## src/rtl/userio_ctrl.sv

```systemverilog
// USERIO pad controller: per-pin static, open-drain or pattern drive, plus a
// synchronised input path with sticky rise/fall detection on every pad.
//
// Command semantics: I_start and I_stop are single-cycle pulses sampled on the
// rising edge of usb_clk. Start is accepted only in IDLE; stop is honoured only
// in RUN and wins over a simultaneous start. O_busy is high exactly while the
// engine is in RUN (it is the exposed state); O_done is a one-cycle pulse in
// the first IDLE cycle after a run ends by stop or by pass count.
module userio_ctrl #(
    parameter int pWIDTH     = 8,
    parameter int pDEPTH     = 16,
    parameter int pDIV_WIDTH = 16
) (
    input  logic                       usb_clk,
    input  logic                       reset_n,
    inout  wire  [pWIDTH-1:0]          userio_d,
    input  logic [2*pWIDTH-1:0]        I_mode,
    input  logic [pWIDTH-1:0]          I_drive_data,
    input  logic [pWIDTH*pDEPTH-1:0]   I_pattern,
    input  logic [$clog2(pDEPTH):0]    I_pattern_len,
    input  logic [pDIV_WIDTH-1:0]      I_clkdiv,
    input  logic [7:0]                 I_repeat,
    input  logic                       I_start,
    input  logic                       I_stop,
    input  logic                       I_edge_clear,
    output logic                       O_busy,
    output logic                       O_done,
    output logic [pWIDTH-1:0]          O_userio_sync,
    output logic [pWIDTH-1:0]          O_rise,
    output logic [pWIDTH-1:0]          O_fall
);

    localparam int LW = $clog2(pDEPTH) + 1;
    localparam int IW = (pDEPTH > 1) ? $clog2(pDEPTH) : 1;

    typedef enum logic {IDLE = 1'b0, RUN = 1'b1} state_t;

    state_t                state_q, state_d;
    logic [IW-1:0]         index_q, index_d;
    logic [pDIV_WIDTH-1:0] divcnt_q, divcnt_d;
    logic [pDIV_WIDTH-1:0] clkdiv_q, clkdiv_d;
    logic [7:0]            passcnt_q, passcnt_d;
    logic [7:0]            repeat_q, repeat_d;
    logic [LW-1:0]         len_q, len_d;
    logic                  done_q, done_d;
    logic [7:0]            pass_inc;
    logic [LW-1:0]         len_eff;

    logic [pWIDTH-1:0]     s1, s2, s3;
    logic [pWIDTH-1:0]     rise_q, fall_q;

    // A length of zero or beyond the pattern storage means "use all of it".
    assign len_eff  = (I_pattern_len == '0 || I_pattern_len > LW'(pDEPTH))
                      ? LW'(pDEPTH) : I_pattern_len;
    assign pass_inc = passcnt_q + 8'd1;

    // Engine state register and run parameters latched at start.
    always_ff @(posedge usb_clk or negedge reset_n) begin
        if (!reset_n) begin
            state_q   <= IDLE;
            index_q   <= '0;
            divcnt_q  <= '0;
            passcnt_q <= '0;
            clkdiv_q  <= '0;
            repeat_q  <= '0;
            len_q     <= '0;
            done_q    <= 1'b0;
        end else begin
            state_q   <= state_d;
            index_q   <= index_d;
            divcnt_q  <= divcnt_d;
            passcnt_q <= passcnt_d;
            clkdiv_q  <= clkdiv_d;
            repeat_q  <= repeat_d;
            len_q     <= len_d;
            done_q    <= done_d;
        end
    end

    // Next-state: bit-period divider, pattern index, pass counting, stop/start.
    always_comb begin
        state_d   = state_q;
        index_d   = index_q;
        divcnt_d  = divcnt_q;
        passcnt_d = passcnt_q;
        clkdiv_d  = clkdiv_q;
        repeat_d  = repeat_q;
        len_d     = len_q;
        done_d    = 1'b0;
        case (state_q)
            IDLE: begin
                if (I_start && !I_stop) begin
                    state_d   = RUN;
                    index_d   = '0;
                    divcnt_d  = '0;
                    passcnt_d = '0;
                    len_d     = len_eff;
                    clkdiv_d  = I_clkdiv;
                    repeat_d  = I_repeat;
                end
            end
            RUN: begin
                if (I_stop) begin
                    state_d  = IDLE;
                    index_d  = '0;
                    divcnt_d = '0;
                    done_d   = 1'b1;
                end else if (divcnt_q == clkdiv_q) begin
                    divcnt_d = '0;
                    if (LW'(index_q) == len_q - LW'(1)) begin
                        index_d   = '0;
                        passcnt_d = pass_inc;
                        if (repeat_q != 8'd0 && pass_inc == repeat_q) begin
                            state_d = IDLE;
                            done_d  = 1'b1;
                        end
                    end else begin
                        index_d = index_q + IW'(1);
                    end
                end else begin
                    divcnt_d = divcnt_q + pDIV_WIDTH'(1);
                end
            end
            default: state_d = IDLE;
        endcase
    end

    // Pad drivers: purely combinational from mode, static data and the index.
    for (genvar i = 0; i < pWIDTH; i++) begin : g_pad
        logic [1:0]        mode_i;
        logic [pDEPTH-1:0] pat_i;
        logic              pat_bit;
        assign mode_i  = I_mode[2*i +: 2];
        assign pat_i   = I_pattern[i*pDEPTH +: pDEPTH];
        assign pat_bit = pat_i[index_q];
        assign userio_d[i] = (mode_i == 2'd1) ? I_drive_data[i] :
                             (mode_i == 2'd2) ? pat_bit :
                             (mode_i == 2'd3 && !I_drive_data[i]) ? 1'b0 : 1'bz;
`ifndef __ICARUS__
        pullup pu_pad (userio_d[i]);
`endif
    end

    // Two-flop synchroniser plus a history flop for edge detection.
    always_ff @(posedge usb_clk or negedge reset_n) begin
        if (!reset_n) begin
            s1 <= '1;
            s2 <= '1;
            s3 <= '1;
        end else begin
            s1 <= userio_d;
            s2 <= s1;
            s3 <= s2;
        end
    end

    // Sticky edge flags; a new edge wins over a simultaneous clear.
    always_ff @(posedge usb_clk or negedge reset_n) begin
        if (!reset_n) begin
            rise_q <= '0;
            fall_q <= '0;
        end else begin
            rise_q <= (rise_q & ~{pWIDTH{I_edge_clear}}) | (s2 & ~s3);
            fall_q <= (fall_q & ~{pWIDTH{I_edge_clear}}) | (~s2 & s3);
        end
    end

    assign O_busy        = (state_q == RUN);
    assign O_done        = done_q;
    assign O_userio_sync = s2;
    assign O_rise        = rise_q;
    assign O_fall        = fall_q;

endmodule

```

## config.mk

```make
export PLATFORM = sky130hd
export DESIGN_NAME = userio_ctrl
export DESIGN_NICKNAME = d
export VERILOG_FILES = /design/src/rtl/userio_ctrl.sv
export SDC_FILE = /design/constraint.sdc
export NUM_CORES = 1
export LEC_CHECK = 0
export CAP_MARGIN = 20
export CORE_MARGIN = 2
export CORE_UTILIZATION = 31
export CTS_CLUSTER_SIZE = 16
export DETAILED_ROUTE_END_ITERATION = 10
export PLACE_DENSITY = 0.77
export SLEW_MARGIN = 20
export SYNTH_ARGS = -nofsm -noshare
export SYNTH_HDL_FRONTEND = slang
export SYNTH_SLANG_ARGS = --single-unit
```

## constraint.sdc

```tcl
create_clock -name usb_clk -period 2.5 [get_ports usb_clk]
set_input_delay 0.25 -clock usb_clk [delete_from_list [all_inputs] [get_ports usb_clk]]
set_output_delay 0.25 -clock usb_clk [all_outputs]
set_load 0.02 [all_outputs]
```

# Yosys cells after proc, flatten, opt, wreduce, memory -nomap -nowiden
# Index checks and enable logic that the tools add are counted.
dict set report op_classes {
  addsub 4
  n_eq_ne 8
  bitwise_logic 4
  muxes 26
  reduce_logical 9
  order_cmp 1
}
# operator count
set ops {}
lappend ops {{16-bit two-way mux} 3}
lappend ops {{8-bit two-way mux} 4}
lappend ops {{16-bit case mux with 2 select lines} 1}
lappend ops {{16-bit by 1-bit adder with 16-bit output, second input constant} 1}
lappend ops {{8-bit AND} 2}
lappend ops {{16-bit equality test} 1}
lappend ops {{4-bit two-way mux} 4}
lappend ops {{8-bit case mux with 2 select lines} 1}
lappend ops {{1-bit two-way mux} 10}
lappend ops {{8-bit by 1-bit adder with 8-bit output, second input constant} 1}
lappend ops {{8-bit equality test} 1}
lappend ops {{8-bit inverter} 1}
lappend ops {{4-bit case mux with 2 select lines} 1}
lappend ops {{8-bit nonzero test} 1}
lappend ops {{4-bit by 5-bit equality test with 1-bit output} 1}
lappend ops {{5-bit greater-than comparator, second input constant} 1}
lappend ops {{5-bit zero test} 1}
lappend ops {{5-bit two-way mux} 1}
lappend ops {{5-bit by 1-bit subtractor with 5-bit output, second input constant} 1}
lappend ops {{4-bit by 1-bit adder with 4-bit output, second input constant} 1}
lappend ops {{2-bit by 1-bit != test with 1-bit output, second input constant} 2}
lappend ops {{2-bit != test, second input constant} 2}
lappend ops {{2-bit AND reduction} 2}
lappend ops {{4-bit AND reduction} 1}
lappend ops {{6 further kinds} 7}
dict set report totals {
  inputBits 186
  reg_bits 75
}

# Longest topological paths before layout
# Gate-level depths: netlist of run 1.
dict set report logic_depth {
  word_depth 8
  depth_mapped 9
  depth_no_buf 8
}

# Least setup slack after synthesis of run 1
# No wires, ideal clock.
dict set report synth_timing {
  path_type {register to register}
  start {reg passcnt_q[0]}
  end {reg done_q, in the netlist O_done}
  slack_ns 0.655
  path_stages_with_launch 8
  t_arrival_ns 1.777
  setup_time_ns 0.068
  n_path_buf 1
  required_ns 2.432
  synth_period_minus_slack_ns 1.845
  path_cell_list {dfrtp_1 > ha_1 > clkbuf_1 > nand3_1 > xnor2_1 > nand4_1 > a2111oi_1 > a32o_1}
}
dict set report synth_via {
  elab_chain_cells 8
}
# item line
set synth_rtl {}
lappend synth_rtl {{start: declaration} 42} ;# logic [7:0] passcnt_q, passcnt_d;
lappend synth_rtl {{start signal: assignment} 72} ;# passcnt_q <= passcnt_d;
lappend synth_rtl {{8-bit by 1-bit adder with 8-bit output} 55} ;# assign pass_inc = passcnt_q + 8'd1;
lappend synth_rtl {{8-bit equality test} 113} ;# if (repeat_q != 8'd0 && pass_inc == repeat_q) begin
lappend synth_rtl {{1-bit logical AND} 113}
lappend synth_rtl {{1-bit two-way mux} 113}
lappend synth_rtl {{1-bit two-way mux} 110} ;# if (LW'(index_q) == len_q - LW'(1)) begin
lappend synth_rtl {{1-bit two-way mux} 108} ;# end else if (divcnt_q == clkdiv_q) begin
lappend synth_rtl {{1-bit two-way mux} 103} ;# if (I_stop) begin
lappend synth_rtl {{1-bit two-way mux} 90} ;# case (state_q)
lappend synth_rtl {{via done_d} 45} ;# logic done_q, done_d;
lappend synth_rtl {{end signal: assignment} 76} ;# done_q <= done_d;
lappend synth_rtl {{end: declaration} 45}
# The timed path passes the listed nets, and every way through them passes these cells.
# A chain may end at the register's enable or synchronous reset.

# Worst setup path in the final report of run 1
# Same ends and word-level chain as after synthesis.

==> qor.yml, run 1 <==
setup_viol: 0
status: "finished clean"
crit_type: "reg -> reg"
clock_sinks: 75
cts-root-buf: "clkbuf_16"
cts_buffer_depth: 2
place_congestion: 0.837
numCtsBuffers: 9
maxSlewHeadroom_pct: 56.8
slowest_delay_ns: 0.65
clk_pin_slew_ns: 0.06
place_area_sq_um: 4370
grt-ovfl-total: 0
path_cells: "ha_1, nand3_1, xnor2_1, nand4_1, a2111oi_1, a32o_1"
register_area_sq_um: 1880
syn_avg_cell_area_sq_um: 9.67
wl_um: 8270
hold_class: "in -> reg"
report.final.slew_viol_count: 0
grt_usage_pct: 13.3
rows: 40
instances_no_fill: 595
finalPower_w: 0.00328
io_pins: 220
startpoint: "passcnt_q[0]"
final.setup.tns_ns: 0
grt_pass1_vias: 2919
r2r-start: "passcnt_q[0]"
post-route-min-period_ns: 2.22
ys.flop_type: "dfrtp_1"
dp.cells: 578
die_area_sq_um: 13100
ir_worst_vdd_uv: 334
p_per_area_nw_per_um2: 699
die_w_um: 115
required_ns: 2.77
ff2ff_setup_slack_ns: 0.28
ys_types: 53
async_flop_share_pct: 100
cp_slowest_cell: "a2111oi_1"
routedWlPerCell_um: 13.9
multi_input_area_sq_um: 1720
leakage_nw: 2.07
design_area_sq_um: 4700
synth_edf_count: 0
hold_ws_ns: 0.439
fmax_ghz: 0.450
r2r-end: "O_done"
cts_htree_levels: 3
final_nets: 634
cp.arrival_ns: 2.49
antennaDiodeCount: 0
synth_seq_cells: 75
area_growth_pct: 24.0
reg2reg_depth: 6
initial_core_util_pct: 31.7
worstMarginPinSlew_ns: 0.647
syn-instance-count: 392
dr.pass1.iters: 4
start_kind: "register"
dieHeight_um: 115
drv_cap: 0
rsz0062_at_grt: "false"
hold_viol_final: 0
synth.yosys.seq_area_share_pct: 49.5
final_cell_mix: "nand2_1, dfrtp_1, clkdlybuf4s50_1"
synth.cell_area_sq_um: 3790
mostFrequentLayoutCell: "nand2_1"
drc: 0
worstSetupEndpoint: "O_done"
via_per_inst: 4.87
period_share_pct: 88.9
core_sq_um: 12000
fill_cells: 1158
hpwl_um: 5700
grt_max_degree: 76
port_buffers: 51
grt_antenna_before_repair: 0
detail-route-antenna-nets: 0
tritoncts: "built"
finClkSkew_ns: 0.00777
num_vias: 2895
drt-initial-drc-count: 112
grt_pass1_wl_um: 13700
layout-drive-gt1-share_pct: 7.59
ys_warn_count: 8
clk_latency_ns: 0.33
critPathCaptureType: "register"
worst-path-max-fanout: 6
how the worst min path moves through the flow:
| stage | start | end | slack, ns | depth (start not counted) |
|---|---|---|---|---|
| 3_5_place_dp | reset_n | passcnt_q[4] | 0.31 | 2 |
| 2_1_floorplan | reset_n | O_busy | -0.05 | 0 |
| 3_3_place_gp | reset_n | repeat_q[1] | 0.31 | 2 |
| 5_1_grt | I_repeat[7] | repeat_q[7] | 0.43 | 3 |
| 4_1_cts | I_repeat[7] | repeat_q[7] | 0.42 | 3 |
| 6_report | I_repeat[7] | repeat_q[7] | 0.44 | 3 |
cells by family after synthesis:
group	after synthesis	synth area share (%)
xor gates and xnor gates	45	10.4
muxes	2	0.561
DFF	75	49.5
adders and majority gates	5	1.65
AOI/OAI and AO/OA	40	7.75
other	1	0.0989
buffers and inverters	41	6.73
and+or+nand+nor	183	23.3
per-stage QoR:
stage | utilization [%] | setup WS (ns)
finish | 39.3 | 0.277
global route | 39.3 | 0.120
CTS | 39.3 | 0.303
detailed placement | 36.6 | 0.305
global placement | 36.6 | 0.352
floorplan | - | 0.655
cell usage after synthesis, types with 2 or more instances:
master     number  share of area [%]
a31oi_1         2               0.33
and3_1          2               0.33
o21ai_0         8                1.1
or4_1           4               0.79
nand3b_1        4               0.79
nand2_1        92                9.1
nor2_1         19                1.9
o311ai_1        5                1.2
inv_1           8               0.79
a22o_1          2               0.46
buf_2           3               0.40
clkbuf_8        3                1.1
nor3_1          7               0.92
nor3b_1         2               0.40
xor2_1         15                3.5
o311ai_0        2               0.46
a21oi_1         4               0.53
nand3_1        13                1.7
nand4_1        10                1.6
clkbuf_1       10               0.99
nor2b_1        18                3.0
dfrtp_1        75                 49
xnor2_1        30                6.9
ha_1            5                1.6
o31ai_1         4               0.79
o2111ai_1       2               0.46
or2_2           2               0.33
buf_4          16                3.2
where the power goes:
group          total, W  internal (W)  switching [W]
registers       0.00142       0.00132       0.000105
logic          0.000485      0.000229       0.000257
clock network   0.00138      0.000875       0.000503
total           0.00328       0.00242       0.000865
state kept, by name, summed over array words and instances, names as in the netlist:
register / flops
len_q: 5
divcnt_q: 16
O_rise: 8
O_done: 1
repeat_q: 8
clkdiv_q: 16
index_q: 4
passcnt_q: 8
O_fall: 8
O_busy: 1
final cells by class:
type                            count  share of cell area (%)
Timing Repair Buffer               58                    12.2
Clock buffer                       10                    4.87
Tap cell                          147                    3.91
Inverter                            8                   0.639
Clock inverter                      6                    1.89
Multi-Input combinational cell    291                    36.6
Sequential cell                    75                    39.9
repair_timing:
item	CTS	global route
hold buffers	1	0
setup buffers	0	0
endpoints found under the hold margin	75	0
gates resized for setup	0	0
routing by layer:
layer	share of wire, %	global-route usage [%]	vias to the layer above
li1	-	-	1388
met4	1.5	3.58	0
met2	48	21.9	71
met1	44	16.3	1425
met5	0	0	-
met3	5.8	5.13	11
worst max-delay path: cells and delay by family, from the launching register on:
family          cells  cell delay, ns
compound gates      2            0.93
xor+xnor            1            0.21
fa+ha+maj           1            0.33
flops               1            0.40
simple gates        2            0.28
Power figures use the tool's default switching activity.
==> run 2: changes to the inputs <==
--- a/config.mk
+++ b/config.mk
@@ -11,6 +11,7 @@
 export CTS_CLUSTER_SIZE = 16
 export DETAILED_ROUTE_END_ITERATION = 10
 export PLACE_DENSITY = 0.77
+export REMOVE_ABC_BUFFERS = 1
 export SLEW_MARGIN = 20
 export SYNTH_ARGS = -nofsm -noshare
 export SYNTH_HDL_FRONTEND = slang
==> qor.yml, run 2 (synthesis results as in run 1) <==
status: "finished clean"
grt_antenna_before_repair: 0  # unchanged
clk_pin_slew_ns: 0.06  # about the same
die_w_um: 115  # unchanged
dieHeight_um: 115  # unchanged
num_vias: 2895  # unchanged
cts_htree_levels: 3  # unchanged
die_area_sq_um: 13100  # unchanged
drc: 0  # unchanged
grt_max_degree: 55  # -28%
report.final.slew_viol_count: 0  # unchanged
grt_usage_pct: 13.3  # about the same
routedWlPerCell_um: 14.1  # +1.6%
worst-path-max-fanout: 6  # unchanged
mostFrequentLayoutCell: "nand2_1"
drt-initial-drc-count: 135  # +21%
grt-ovfl-total: 0  # unchanged
worstMarginPinSlew_ns: 0.650  # +0.00276 ns
required_ns: 2.75  # -0.02 ns
post-route-min-period_ns: 2.28  # +0.0548 ns
io_pins: 220  # unchanged
cts_buffer_depth: 2  # unchanged
dr.pass1.iters: 4  # unchanged
clk_latency_ns: 0.33  # about the same
p_per_area_nw_per_um2: 704  # +0.79%
setup_viol: 0  # unchanged
initial_core_util_pct: 31.7  # unchanged
hold_class: "in -> async"
hold_buffers: 1  # unchanged
finClkSkew_ns: 0.00740  # -0.000364 ns
leakage_nw: 2.10  # +1.4%
rsz0062_at_grt: "false"
drv_cap: 0  # unchanged
detail-route-antenna-nets: 0  # unchanged
start_kind: "register"
wl_um: 8440  # +2.1%
numCtsBuffers: 9  # unchanged
crit_type: "reg -> reg"
final_util_pct: 39.7  # +0.39 points
hold_viol_final: 0  # unchanged
path_cells: "ha_1, nand3_1, xnor2_1, nand4_1, a2111oi_1, a32o_1"
period_share_pct: 91.1  # +2.2 points
ir_worst_vdd_uv: 376  # +13%
maxSlewHeadroom_pct: 56.6  # -0.18 points
critPathCaptureType: "register"
tritoncts: "built"
layout-drive-gt1-share_pct: 8.20  # +0.61 points
reg.largest.list: "clkdiv_q: 16 flops, divcnt_q: 16 flops"
port_buffers: 51  # unchanged
fmax_ghz: 0.439  # -2.4%
core_sq_um: 12000  # unchanged
final.setup.tns_ns: 0  # unchanged
rows: 40  # unchanged
final_nets: 637  # +0.47%
via_per_inst: 4.84  # -0.50%
hpwl_um: 5960  # +4.6%
clock_sinks: 75  # unchanged
postCtsSetupBuffers: 0  # unchanged
area_growth_pct: 25.2
cts_resized: 0  # unchanged
grt_pass1_wl_um: 14000  # +2.1%
slowest_delay_ns: 0.63  # -0.02 ns
cp.arrival_ns: 2.53  # +0.04 ns
final_cell_mix: "nand2_1, dfrtp_1, clkdlybuf4s50_1"
antennaDiodeCount: 0  # unchanged
cp_slowest_cell: "a2111oi_1"
worst-path-buf-inv: 0  # unchanged
cp_top_family: "compound AO/OA/AOI/OAI gates"
cts-root-buf: "clkbuf_16"
place_congestion: 0.845  # +0.96%
grt_pass1_vias: 2954  # +1.2%
==> run 2: changes by cell type in the layout (fill, tap and decap cells not counted), sizes merged <==
cell	before	now
buf	7	10
clkbuf	10	12
clkinvlp	2	1
inv	9	8
==> run 2: final cells by class <==
| cell class | instances | area (sq um) |
|---|---|---|
| fill | 1170 | 7210 |
| sequential | 75 | 1880 |
| multi-input combinational | 291 | 1720 |
| timing repair buffer | 61 | 608 |
| clock buffer | 12 | 256 |
| tap | 147 | 184 |
| clock inverter | 4 | 72.6 |
| inverter | 8 | 30.0 |
==> run 2: path summary, 6_finish.rpt <==
kind | startpoint | end | slack, ns | cells after the start
worst max register to register | passcnt_q[0] | O_done | 0.22 | 6
worst min register to register | clkdiv_q[0] | clkdiv_q[0] | 0.49 | 2
worst min-delay path | reset_n | passcnt_q[5] | 0.45 | 2
min in group usb_clk | I_clkdiv[1] | clkdiv_q[1] | 0.45 | 3
max in group asynchronous | reset_n | clkdiv_q[6] | 1.37 | 3
worst max-delay path | passcnt_q[0] | O_done | 0.22 | 6
==> run 2: metal layers <==
layer	GRT usage [%]	up-vias	part of all wire (%)
met2	21.9	79	49
met5	0	-	0
li1	-	1396	-
met3	2.38	10	3.8
met1	17.6	1410	47
met4	4.96	0	0.95
==> run 2: power breakdown <==
part,internal [W],switching [W]
Clock,0.000927,0.000492
Combinational,0.000235,0.000268
Sequential,0.00132,0.000105
Total,0.00248,0.000865
==> run 2: worst register-to-register path: cells and delay by family, from the launching register on <==
family	cells	cell delay (ns)
and+or+nand+nor	2	0.30
DFF	1	0.40
adders and majority gates	1	0.32
xor gates and xnor gates	1	0.23
AOI/OAI and AO/OA	2	0.95
==> run 2: metrics by stage <==
| step | power (W) | area (sq um) | instances | hold WS [ns] | worst slack [ns] |
|---|---|---|---|---|---|
| final | 0.00334 | 4750 | 598 | 0.449 | 0.222 |
| after global placement | 0.00191 | 4410 | 581 | 0.265 | 0.415 |
| after global routing | 0.00349 | 4750 | 598 | 0.462 | 0.134 |
| after floorplan | 0.00174 | 3620 | 374 | -0.0456 | 0.243 |
| after detailed placement | 0.00194 | 4410 | 581 | 0.279 | 0.347 |
| after CTS | 0.00336 | 4750 | 598 | 0.444 | 0.245 |
==> run 3: changes to the inputs <==
--- a/config.mk
+++ b/config.mk
@@ -8,7 +8,7 @@
 export CAP_MARGIN = 20
 export CORE_MARGIN = 2
 export CORE_UTILIZATION = 31
-export CTS_CLUSTER_SIZE = 16
+export CTS_CLUSTER_SIZE = 10
 export DETAILED_ROUTE_END_ITERATION = 10
 export PLACE_DENSITY = 0.77
 export REMOVE_ABC_BUFFERS = 1
==> results of run 3 <==
The final DEF is identical to that of run 2; final timing and power are the same.
